==> src/rtl/imem_fetch_port.sv <==
// Core-side initiator for the shared instruction-memory arbiter: one beat per request.
// Optional grant-wait timeout is enabled by defining IMEM_TIMEOUT_EN.
module imem_fetch_port #(
  parameter int unsigned CORE_ID        = 0,
  parameter int unsigned RAM_LAT        = 1,
  parameter int unsigned TIMEOUT_CYCLES = 255
) (
  input  logic        clk,
  input  logic        rst,
  input  logic        req,
  input  logic        we,
  input  logic [7:0]  addr,
  input  logic [7:0]  wdata,
  output logic        ready,
  output logic        done,
  output logic [7:0]  rdata,
  output logic        err,
  output logic        rden,
  output logic        wren,
  output logic [7:0]  addr_lane,
  output logic [7:0]  din_lane,
  input  logic        acq,
  input  logic [31:0] dq
);

  typedef enum logic [1:0] {StIdle, StReq, StWait, StRelease} state_e;

  state_e      state_q, state_d;
  logic [3:0]  lat_q, lat_d;
  logic        ready_q, ready_d;
  logic        done_q, done_d;
  logic        err_q, err_d;
  logic        rden_q, rden_d;
  logic        wren_q, wren_d;
  logic [7:0]  rdata_q, rdata_d;
  logic [7:0]  addr_q, addr_d;
  logic [7:0]  din_q, din_d;
  logic        lat_hit;
  logic        tmo_hit;
  logic [7:0]  dq_lane;
  logic        unused_dq;

  assign lat_hit   = (lat_q == 4'(RAM_LAT - 1));
  assign dq_lane   = dq[8*CORE_ID +: 8];
  assign unused_dq = ^dq;

`ifdef IMEM_TIMEOUT_EN
  localparam int unsigned TmoW = $clog2(TIMEOUT_CYCLES + 1);

  logic [TmoW-1:0] tmo_q, tmo_d;

  assign tmo_hit = (tmo_q == TmoW'(TIMEOUT_CYCLES - 1));

  // Counts only while staying in REQ, so every entry into REQ starts from zero.
  always_comb begin
    tmo_d = '0;
    if (state_q == StReq && state_d == StReq) begin
      tmo_d = tmo_q + 1'b1;
    end
  end

  always_ff @(posedge clk) begin
    if (rst) begin
      tmo_q <= '0;
    end else begin
      tmo_q <= tmo_d;
    end
  end
`else
  logic unused_tmo;

  assign tmo_hit    = 1'b0;
  assign unused_tmo = ^32'(TIMEOUT_CYCLES);
`endif

  // State and registered outputs.
  always_ff @(posedge clk) begin
    if (rst) begin
      state_q <= StIdle;
      lat_q   <= '0;
      ready_q <= 1'b1;
      done_q  <= 1'b0;
      err_q   <= 1'b0;
      rden_q  <= 1'b0;
      wren_q  <= 1'b0;
      rdata_q <= '0;
      addr_q  <= '0;
      din_q   <= '0;
    end else begin
      state_q <= state_d;
      lat_q   <= lat_d;
      ready_q <= ready_d;
      done_q  <= done_d;
      err_q   <= err_d;
      rden_q  <= rden_d;
      wren_q  <= wren_d;
      rdata_q <= rdata_d;
      addr_q  <= addr_d;
      din_q   <= din_d;
    end
  end

  always_comb begin
    state_d = state_q;
    unique case (state_q)
      StIdle:    if (req) state_d = StReq;
      StReq: begin
        if (acq) begin
          state_d = StWait;
        end else if (tmo_hit) begin
          state_d = StRelease;
        end
      end
      // A revoked grant takes priority over a latency match.
      StWait: begin
        if (!acq) begin
          state_d = StReq;
        end else if (lat_hit) begin
          state_d = StRelease;
        end
      end
      StRelease: if (!acq) state_d = StIdle;
      default:   state_d = StIdle;
    endcase
  end

  always_comb begin
    ready_d = (state_d == StIdle);
    done_d  = (state_q == StWait) && acq && lat_hit;
    err_d   = (state_q == StReq) && !acq && tmo_hit;
    lat_d   = lat_q;
    rden_d  = rden_q;
    wren_d  = wren_q;
    rdata_d = rdata_q;
    addr_d  = addr_q;
    din_d   = din_q;
    unique case (state_q)
      StIdle: begin
        if (req) begin
          addr_d = addr;
          din_d  = wdata;
          rden_d = ~we;
          wren_d = we;
        end
      end
      StReq: begin
        lat_d = '0;
        if (!acq && tmo_hit) begin
          rden_d = 1'b0;
          wren_d = 1'b0;
        end
      end
      StWait: begin
        if (acq) begin
          if (lat_hit) begin
            if (rden_q) rdata_d = dq_lane;
            rden_d = 1'b0;
            wren_d = 1'b0;
          end else begin
            lat_d = lat_q + 1'b1;
          end
        end
      end
      StRelease: begin
        rden_d = 1'b0;
        wren_d = 1'b0;
      end
      default: begin
        rden_d = 1'b0;
        wren_d = 1'b0;
      end
    endcase
  end

  assign ready     = ready_q;
  assign done      = done_q;
  assign err       = err_q;
  assign rden      = rden_q;
  assign wren      = wren_q;
  assign rdata     = rdata_q;
  assign addr_lane = addr_q;
  assign din_lane  = din_q;

endmodule
==> config.mk <==
export PLATFORM = sky130hd
export DESIGN_NAME = imem_fetch_port
export DESIGN_NICKNAME = d
export VERILOG_FILES = /design/src/rtl/imem_fetch_port.sv
export SDC_FILE = /design/constraint.sdc
export NUM_CORES = 1
export LEC_CHECK = 0
export ABC_AREA = 1
export BUFFER_PORTS_ARGS = -buffer_cell sky130_fd_sc_hd__buf_2
export CAP_MARGIN = 20
export CORE_MARGIN = 5
export CORE_UTILIZATION = 46
export CTS_CLUSTER_SIZE = 14
export DETAILED_ROUTE_END_ITERATION = 10
export GPL_TIMING_DRIVEN = 0
export PLACE_DENSITY = 0.84
export SYNTH_ARGS = -nofsm -noshare
export SYNTH_HDL_FRONTEND = slang
export SYNTH_SLANG_ARGS = --single-unit
==> constraint.sdc <==
create_clock -name clk -period 1.9 [get_ports clk]
set_input_delay 0.475 -clock clk [delete_from_list [all_inputs] [get_ports clk]]
set_output_delay 0.475 -clock clk [all_outputs]
set_load 0.05 [all_outputs]
After elaboration in Yosys (flattened, before gate mapping)
Index checks and enable logic that the tools add are counted.
- muxes and demuxes: 15
- reductions and logical operators: 10
- bitwise operators: 2
- add/sub/neg operators: 1
- equal/unequal tests: 7
- operators by type and width (kind ; count):
    $mux 2 ; 5
    $mux 4 ; 2
    $ne 2x2->1 const B ; 4
    $pmux 2 s4 ; 1
    $pmux 4 s2 ; 1
    $reduce_and 4->1 ; 2
    $pmux 1 s3 ; 2
    $add 4x1->4 const B ; 1
    $eq 2x2->1 const B ; 2
    $logic_not 2->1 ; 2
    $logic_not 4->1 ; 1
    $mux 1 ; 4
    $reduce_and 3->1 ; 1
    $eq 2x1->1 const B ; 1
    $logic_and 1x1->1 ; 2
    $not 1->1 ; 2
    $reduce_and 2->1 ; 1
    $reduce_bool 2->1 ; 1
- register bits after elaboration: 34
- output and inout port bits: 29
- input bits: 53
- logic and storage cells: 44

Depth between registers and ports, before layout
Gate-level depths: netlist (run 1).
- depth in word-level cells: 5
- gate-level depth with buffers: 9
- depth with buffers taken out: 9

Worst setup path after synthesis (run 1)
OpenSTA, ideal clock, no wires.
- path type: reg-to-reg
- start: register rden_q (netlist: rden)
- end: register rdata_q[1] (netlist: rdata[1])
- arrival: 1.237 ns
- cell stages (with the launch flop): 6
- required time: 1.784 ns
- setup time: 0.116 ns
- period minus slack after synthesis: 1.353 ns
- buffers on the path: 0
- setup slack: 0.547 ns
- path through: dfxtp_1 -> nand2_1 -> nor2_8 -> inv_4 -> nor2_1 -> nor2_1
- cells in the longest elaborated chain, start to end: 1
- RTL lines (what ; RTL line ; text):
    start: declaration ; 33 ; logic rden_q, rden_d;
    start signal: assignment ; 95 ; rden_q <= rden_d;
    $reduce_and 4->1 (no line) ; n/a ;
    end signal: assignment ; 97 ; rdata_q <= rdata_d;
    end: declaration ; 35 ; logic [7:0] rdata_q, rdata_d;
Every way passes these cells.
A chain may end at the register's enable or synchronous reset.

Final worst setup path (run 1)
- start: register rden_q (netlist: rden)
- end: output port rden
- RTL lines (what ; RTL line ; text):
    end: declaration ; 18 ; output logic rden,
No word-level cell between the ends.

==> impl_table.tex, run 1 <==
\begin{tabular}{lr}
\hline
Metric & Value \\
\hline
\multicolumn{2}{l}{\textbf{Placed design}} \\
DP HPWL & 2450 um \\
Placement-stage cell area & 1730 um2 \\
Routability Congestion & 0.829 \\
\# port buffers & 56 \\
Worst slack at placement & 0.445 ns \\
\multicolumn{2}{l}{\textbf{STA}} \\
Setup repair after global routing missed its margin & false \\
Hold Fails Final Rpt & 0 \\
Max Fclk & 0.703 GHz \\
Final period demand of the worst path & 1.42 ns \\
Setup TNS & 0 ns \\
Post-route worst setup slack & 0.478 ns \\
\# setup viols final & 0 \\
Clock skew after layout & 0.00312 ns \\
Worst hold margin & 0.366 ns \\
Number of max-slew violations in the final report & 0 \\
Tcrit/Tclk final & 0.748 \\
\multicolumn{2}{l}{\textbf{Run}} \\
Number of maximum-capacitance constraint violations & 0 \\
\multicolumn{2}{l}{\textbf{Yosys}} \\
Synthesized area per cell & 7.47 um2 \\
Post-synth cell types & 24 \\
Synthesized Nets & 243 \\
\#FFs+latches synth & 34 \\
Post-synthesis simple-gate area fraction & 0.332 \\
Post-synth top area cell & dfxtp\_1 \\
Arithmetic-cell share of the synthesized area counting full adders, half adders and majority gates & 0.0178 \\
Area contributors post-synth & dfxtp\_1, nor2\_1, o21ai\_0, nand2\_1, inv\_1 \\
Synth Area in Compound Gates & 0.103 \\
Number of enable-type register cells in the synthesized netlist & 0 \\
Share of the synthesized area in the top cell type & 0.484 \\
Leading register cell type out of synthesis & dfxtp\_1 \\
Part of the Yosys area used for sequential elements & 0.484 \\
Cell types with the highest counts after synthesis & nor2\_1, dfxtp\_1, nand2\_1, o21ai\_0, inv\_1 \\
Share of synthesized area spent on multiplexers & 0 \\
Xor and xnor area share after synthesis & 0 \\
Combinational family with the most area after synthesis & simple AND/OR/NAND/NOR gates \\
Area of the mapped netlist & 1410 um2 \\
Mapped Cells & 188 \\
Most numerous cell in the Yosys netlist & nor2\_1 \\
Ys async rst share & 0 \\
Synth warn & 0 \\
\multicolumn{2}{l}{\textbf{Worst setup path}} \\
Classification of the worst setup path & reg2out \\
Startpoint types & register \\
CP Capture Type & primary output \\
Endpoint arrival time on the critical path & 0.95 ns \\
Top delay family on crit path & flip-flops \\
Maximum single-stage delay on the critical path & 0.35 ns \\
Crit path max-delay cell type & dfxtp\_1 \\
Cells along the critical path & buf\_2 \\
WP buf/inv & 1 \\
Required time at the worst-slack endpoint & 1.42 ns \\
Critical-path maximum fanout & 3 \\
\multicolumn{2}{l}{\textbf{Route}} \\
Post-detailed-route DRC marker count & 0 \\
1st-pass router iterations & 4 \\
Number of violations reported at the end of detailed-routing iteration 0 & 70 \\
Vias per cell & 4.69 \\
Post-detailed-routing wire length & 3100 um \\
Via Count & 1,333 \\
Detail-routed net length per standard cell & 10.9 um \\
Final ANT Viol Nets & 0 \\
\multicolumn{2}{l}{\textbf{Global routing}} \\
First-pass GRT wire length & 5120 um \\
Overall track demand over capacity in global routing & 0.152 \\
Number of antenna violations at the first check in global routing & 0 \\
Via count of the first global-routing pass & 1,248 \\
Congestion Overflow GR & 0 \\
Largest net degree at the start of global routing & 11 \\
\multicolumn{2}{l}{\textbf{CTS}} \\
Clock Root Buffer & clkbuf\_4 \\
Clock transition at the registers of the reported paths & 0.09 ns \\
Post-CTS repair timing setup buffer count & 0 \\
Number of buffers added by the clock tree synthesis step & 5 \\
Htree depth & 2 \\
Post-CTS resize count & 0 \\
Clock tree from TritonCTS & yes \\
Clock sinks & 34 \\
Hold-fix buffers at CTS & 0 \\
Clock network latency to the later pin of the worst-skew pair & 0.33 ns \\
Buffer depth of the longest clock path & 2 \\
\multicolumn{2}{l}{\textbf{Floorplan}} \\
Top Ports & 82 \\
Die Width & 65.3 um \\
Die outline height & 65.3 um \\
Die footprint & 4260 um2 \\
Floorplan row count & 20 \\
Initial core utilization & 0.468 \\
Total core area & 3000 um2 \\
\multicolumn{2}{l}{\textbf{Power and ir drop}} \\
Total power per unit cell area & 863 nW/um2 \\
Maximum vdd drop & 0.396 mV \\
Static leakage & 0.926 nW \\
Total power after layout & 1.53 mW \\
\multicolumn{2}{l}{\textbf{Cells and area}} \\
Diode insertion count for antenna repair & 0 \\
Area growth, synth to finish & 26.3\% \\
Post-layout nets & 306 \\
Layout cells sized above 1 & 0.335 \\
Area of all placed cells without fillers & 1770 um2 \\
\multicolumn{2}{l}{\textbf{Run status}} \\
Outcome & completed \\
\multicolumn{2}{l}{\textbf{Hold path}} \\
HP Class & in2reg \\
\hline
\end{tabular}
## metrics by stage
stage                     utilization  instances
after global routing            0.591        284
final                           0.591        284
after global placement          0.575        277
after CTS                       0.591        284
after detailed placement        0.575        277
after floorplan                     -        188
## path summary, 6_finish.rpt
check,startpoint,to,slack (ns),cells past startpoint
max,rden$_SDFFE_PP0P_,rden,0.48,1
min,dq[5],rdata[5]$_SDFFE_PP0P_,0.37,3
max reg2reg,lat_q[0]$_SDFFE_PP0P_,wren$_SDFFE_PP0P_,0.50,9
min reg2reg,din_lane[4]$_SDFFE_PP0P_,din_lane[4]$_SDFFE_PP0P_,0.49,2
## worst register-to-register path: stages, from the launching register on
cell     delay, ns
dfxtp_1       0.32
inv_1         0.10
ha_1          0.23
nand2_1       0.12
nand2_2       0.08
nand2_2       0.09
nor2_2        0.18
nand2_1       0.07
nand2_1       0.07
nor2_1        0.04
## cells by family (layout without fill, tap and decap cells)
logic type | Yosys count | count (layout)
flops | 34 | 34
fa+ha+maj | 2 | 2
simple gates | 103 | 103
buf+inv | 19 | 82
compound gates | 29 | 29
other cells | 1 | 1
## sequential cells by signal, summed over array words and instances (netlist names)
name       flops
addr_lane      8
din_lane       8
rdata          8
lat_q          4
state_q        2
done           1
rden           1
ready          1
wren           1
## cells in the final DEF, fill, tap and decap left out
| cell type | netlist | routed |
|---|---|---|
| nor3_1 | 1 | 1 |
| nor2_8 | 1 | 1 |
| nand2_2 | 5 | 5 |
| inv_1 | 11 | 11 |
| clkbuf_1 | 1 | 1 |
| clkbuf_4 | 0 | 5 |
| nand3b_1 | 1 | 1 |
| dfxtp_1 | 34 | 34 |
| conb_1 | 1 | 1 |
| nor2_4 | 1 | 1 |
| buf_4 | 2 | 2 |
| a21oi_1 | 4 | 4 |
| nand3_1 | 2 | 2 |
| nor4_1 | 1 | 1 |
| nor2_1 | 57 | 57 |
| nand2_1 | 25 | 25 |
| ha_1 | 2 | 2 |
| buf_2 | 0 | 56 |
| nor2_2 | 5 | 5 |
| nand4_1 | 2 | 2 |
| nand3_4 | 1 | 1 |
| inv_2 | 2 | 2 |
| or2_2 | 1 | 1 |
| o21ai_0 | 25 | 25 |
| inv_4 | 1 | 1 |
| clkbuf_2 | 2 | 2 |
| clkinv_2 | 0 | 2 |
## where the power goes
group / total (mW) / internal, mW / switching, mW
clock network: 0.355 / 0.133 / 0.222
logic: 0.389 / 0.104 / 0.284
registers: 0.788 / 0.761 / 0.0268
## per-layer routing
metal / global-route usage / routed length, um
met5: 0 / 0
met4: 0.0751 / 51
met3: 0.0342 / 201
met2: 0.271 / 1500
met1: 0.169 / 1340
## final cells by class
class                           instances  area, um2
Fill cell                             303       1230
Sequential cell                        34        681
Multi-Input combinational cell        135        641
Timing Repair Buffer                   56        280
Inverter                               14       55.1
Tap cell                               33       41.3
Clock buffer                            5       37.5
Buffer                                  5       28.8
Clock inverter                          2       10.0
Power figures use the tool's default switching activity.
==> run 2: changes to the inputs <==
CORE_UTILIZATION = 38   (was 46)
PLACE_DENSITY = 0.74   (was 0.84)
clock period = 1.3 ns   (was 1.9 ns; I/O delays follow)
==> run 2 against run 1 <==
Wire length increased by 7.0%. Largest cell class is now multi-input gates. Global-route usage decreased by 2.5 points. Highest routed layer unchanged. Register-to-register slack got worse by 0.47 ns. Total power increased by 61%. Clock skew decreased by 0.0012 ns. First-iteration DRC count decreased by 44%.
==> impl_table.tex, run 2 (same netlist as run 1, synthesis figures left out) <==
\begin{tabular}{lr}
\hline
Metric & Value \\
\hline
\multicolumn{2}{l}{\textbf{Run status}} \\
Outcome & completed \\
\multicolumn{2}{l}{\textbf{Placed design}} \\
DP HPWL & 2370 um (-3.4\%) \\
\# port buffers & 56 (unchanged) \\
Routability Congestion & 0.804 (-3.0\%) \\
\multicolumn{2}{l}{\textbf{CTS}} \\
Clock sinks & 34 (unchanged) \\
Clock network latency to the later pin of the worst-skew pair & 0.27 ns (-0.06 ns) \\
Clock transition at the registers of the reported paths & 0.06 ns (-0.03 ns) \\
Number of buffers added by the clock tree synthesis step & 5 (unchanged) \\
Clock tree from TritonCTS & yes \\
Clock Root Buffer & clkbuf\_8 \\
Htree depth & 2 (unchanged) \\
Hold-fix buffers at CTS & 0 (unchanged) \\
Buffer depth of the longest clock path & 2 (unchanged) \\
\multicolumn{2}{l}{\textbf{Global routing}} \\
Via count of the first global-routing pass & 1,225 (-1.8\%) \\
Number of antenna violations at the first check in global routing & 0 (unchanged) \\
Congestion Overflow GR & 0 (unchanged) \\
First-pass GRT wire length & 5090 um (-0.53\%) \\
Overall track demand over capacity in global routing & 0.127 (-0.0249) \\
Largest net degree at the start of global routing & 11 (unchanged) \\
\multicolumn{2}{l}{\textbf{STA}} \\
Number of max-slew violations in the final report & 0 (unchanged) \\
Setup TNS & 0 ns (unchanged) \\
\# setup viols final & 0 (unchanged) \\
Hold Fails Final Rpt & 0 (unchanged) \\
Setup repair after global routing missed its margin & true \\
Clock skew after layout & 0.00191 ns (-0.00121 ns) \\
Max Fclk & 0.785 GHz \\
Tcrit/Tclk final & 0.980 \\
Final period demand of the worst path & 1.27 ns \\
\multicolumn{2}{l}{\textbf{Floorplan}} \\
Floorplan row count & 22 (+10\%) \\
Top Ports & 82 (unchanged) \\
Die outline height & 70.8 um (+8.5\%) \\
Die footprint & 5010 um2 (+18\%) \\
Die Width & 70.8 um (+8.5\%) \\
Total core area & 3630 um2 (+21\%) \\
Initial core utilization & 0.387 (-0.0812) \\
\multicolumn{2}{l}{\textbf{Cells and area}} \\
Highest-count cells in the layout ignoring fill and taps & buf\_2, nor2\_1, dfxtp\_1 \\
Post-layout nets & 309 (+0.98\%) \\
Count of filler cells inserted in the layout & 359 (+18\%) \\
Fraction of the core area covered by cells at the end of the flow & 0.533 (-0.0574) \\
Area growth, synth to finish & 37.9\% \\
Layout cells sized above 1 & 0.382 (+0.0472) \\
Diode insertion count for antenna repair & 0 (unchanged) \\
Most common library cell in the layout ignoring fill and taps & buf\_2 \\
\multicolumn{2}{l}{\textbf{Worst setup path}} \\
Register-to-register setup slack & 0.03 ns (-0.47 ns) \\
Critical-path maximum fanout & 8 (+5) \\
Endpoint arrival time on the critical path & 1.44 ns (+0.49 ns) \\
Maximum single-stage delay on the critical path & 0.31 ns (-0.04 ns) \\
Classification of the worst setup path & reg2reg \\
Startpoint types & register \\
CP Capture Type & register \\
Cells along the critical path & inv\_1, ha\_4, nand3\_4, nor2\_8, inv\_8, nor2\_4, nor2\_1 \\
Required time at the worst-slack endpoint & 1.47 ns (+0.05 ns) \\
Crit path max-delay cell type & dfxtp\_1 \\
\multicolumn{2}{l}{\textbf{Route}} \\
Final ANT Viol Nets & 0 (unchanged) \\
Detail-routed net length per standard cell & 11.0 um (+0.60\%) \\
Post-detailed-routing wire length & 3310 um (+7.0\%) \\
Post-detailed-route DRC marker count & 0 (unchanged) \\
Vias per cell & 4.46 (-5.0\%) \\
1st-pass router iterations & 4 (unchanged) \\
Number of violations reported at the end of detailed-routing iteration 0 & 39 (-44\%) \\
Via Count & 1,347 (+1.1\%) \\
\multicolumn{2}{l}{\textbf{Hold path}} \\
HP Class & in2reg \\
\multicolumn{2}{l}{\textbf{Run}} \\
Number of maximum-capacitance constraint violations & 0 (unchanged) \\
\multicolumn{2}{l}{\textbf{Power and ir drop}} \\
Static leakage & 0.953 nW (+2.9\%) \\
Maximum vdd drop & 0.549 mV (+39\%) \\
Total power per unit cell area & 1270 nW/um2 (+47\%) \\
\hline
\end{tabular}
==> run 2: repair_timing <==
action	in CTS	in global routing
pin swaps	0	7
cloned	0	1
endpoints found under the setup margin	3	24
setup buffers	0	3
gates resized for setup	3	31
==> run 2: area by class of cell <==
type	count	area (um2)	area share
multi-input combinational	136	722	0.372
sequential	34	688	0.355
timing repair buffer	59	303	0.156
clock buffer	7	76.3	0.0394
inverter	14	65.1	0.0336
tap	48	60.1	0.0310
buffer	4	23.8	0.0123
==> run 2: final timing paths <==
check,cells past startpoint,endpoint,startpoint
min,3,rdata[7]$_SDFFE_PP0P_,dq[7]
max reg2reg,7,rdata[2]$_SDFFE_PP0P_,lat_q[0]$_SDFFE_PP0P_
max,7,rdata[2]$_SDFFE_PP0P_,lat_q[0]$_SDFFE_PP0P_
min reg2reg,2,addr_lane[0]$_SDFFE_PP0P_,addr_lane[0]$_SDFFE_PP0P_
==> run 2: stage by stage <==
step / power (mW) / instance area (um2) / cells / hold slack (ns) / worst slack [ns]
2_1_floorplan: 1.60 / 1410 / 188 / 0.394 / 0.0680
3_3_place_gp: 1.74 / 1750 / 292 / 0.457 / -0.0398
5_1_grt: 2.60 / 1940 / 302 / 0.287 / -0.0530
4_1_cts: 2.46 / 1830 / 299 / 0.263 / 0.00372
3_5_place_dp: 1.75 / 1750 / 292 / 0.467 / -0.0542
6_report: 2.46 / 1940 / 302 / 0.276 / 0.0261
==> run 2: metal layers <==
layer	wire, um	vias up	track usage
met2	1560	41	0.189
met4	47	0	0.0689
met3	233	4	0.0412
met1	1470	579	0.162
met5	0	-	0
li1	-	723	-
==> run 2: worst max-delay path, delay by kind of cell, from the launching register on <==
kind / cells / cell delay (ns)
adder cells (fa/ha/maj): 1 / 0.18
buffers and inverters: 2 / 0.22
flip-flops: 1 / 0.31
AND/OR/NAND/NOR: 4 / 0.46
==> run 2: where the power goes <==
group	switching (mW)	total (mW)	internal, mW	leakage, nW
clock	0.332	0.700	0.368	0.0383
sequential	0.0412	1.16	1.12	0.281
combinational	0.436	0.607	0.171	0.633
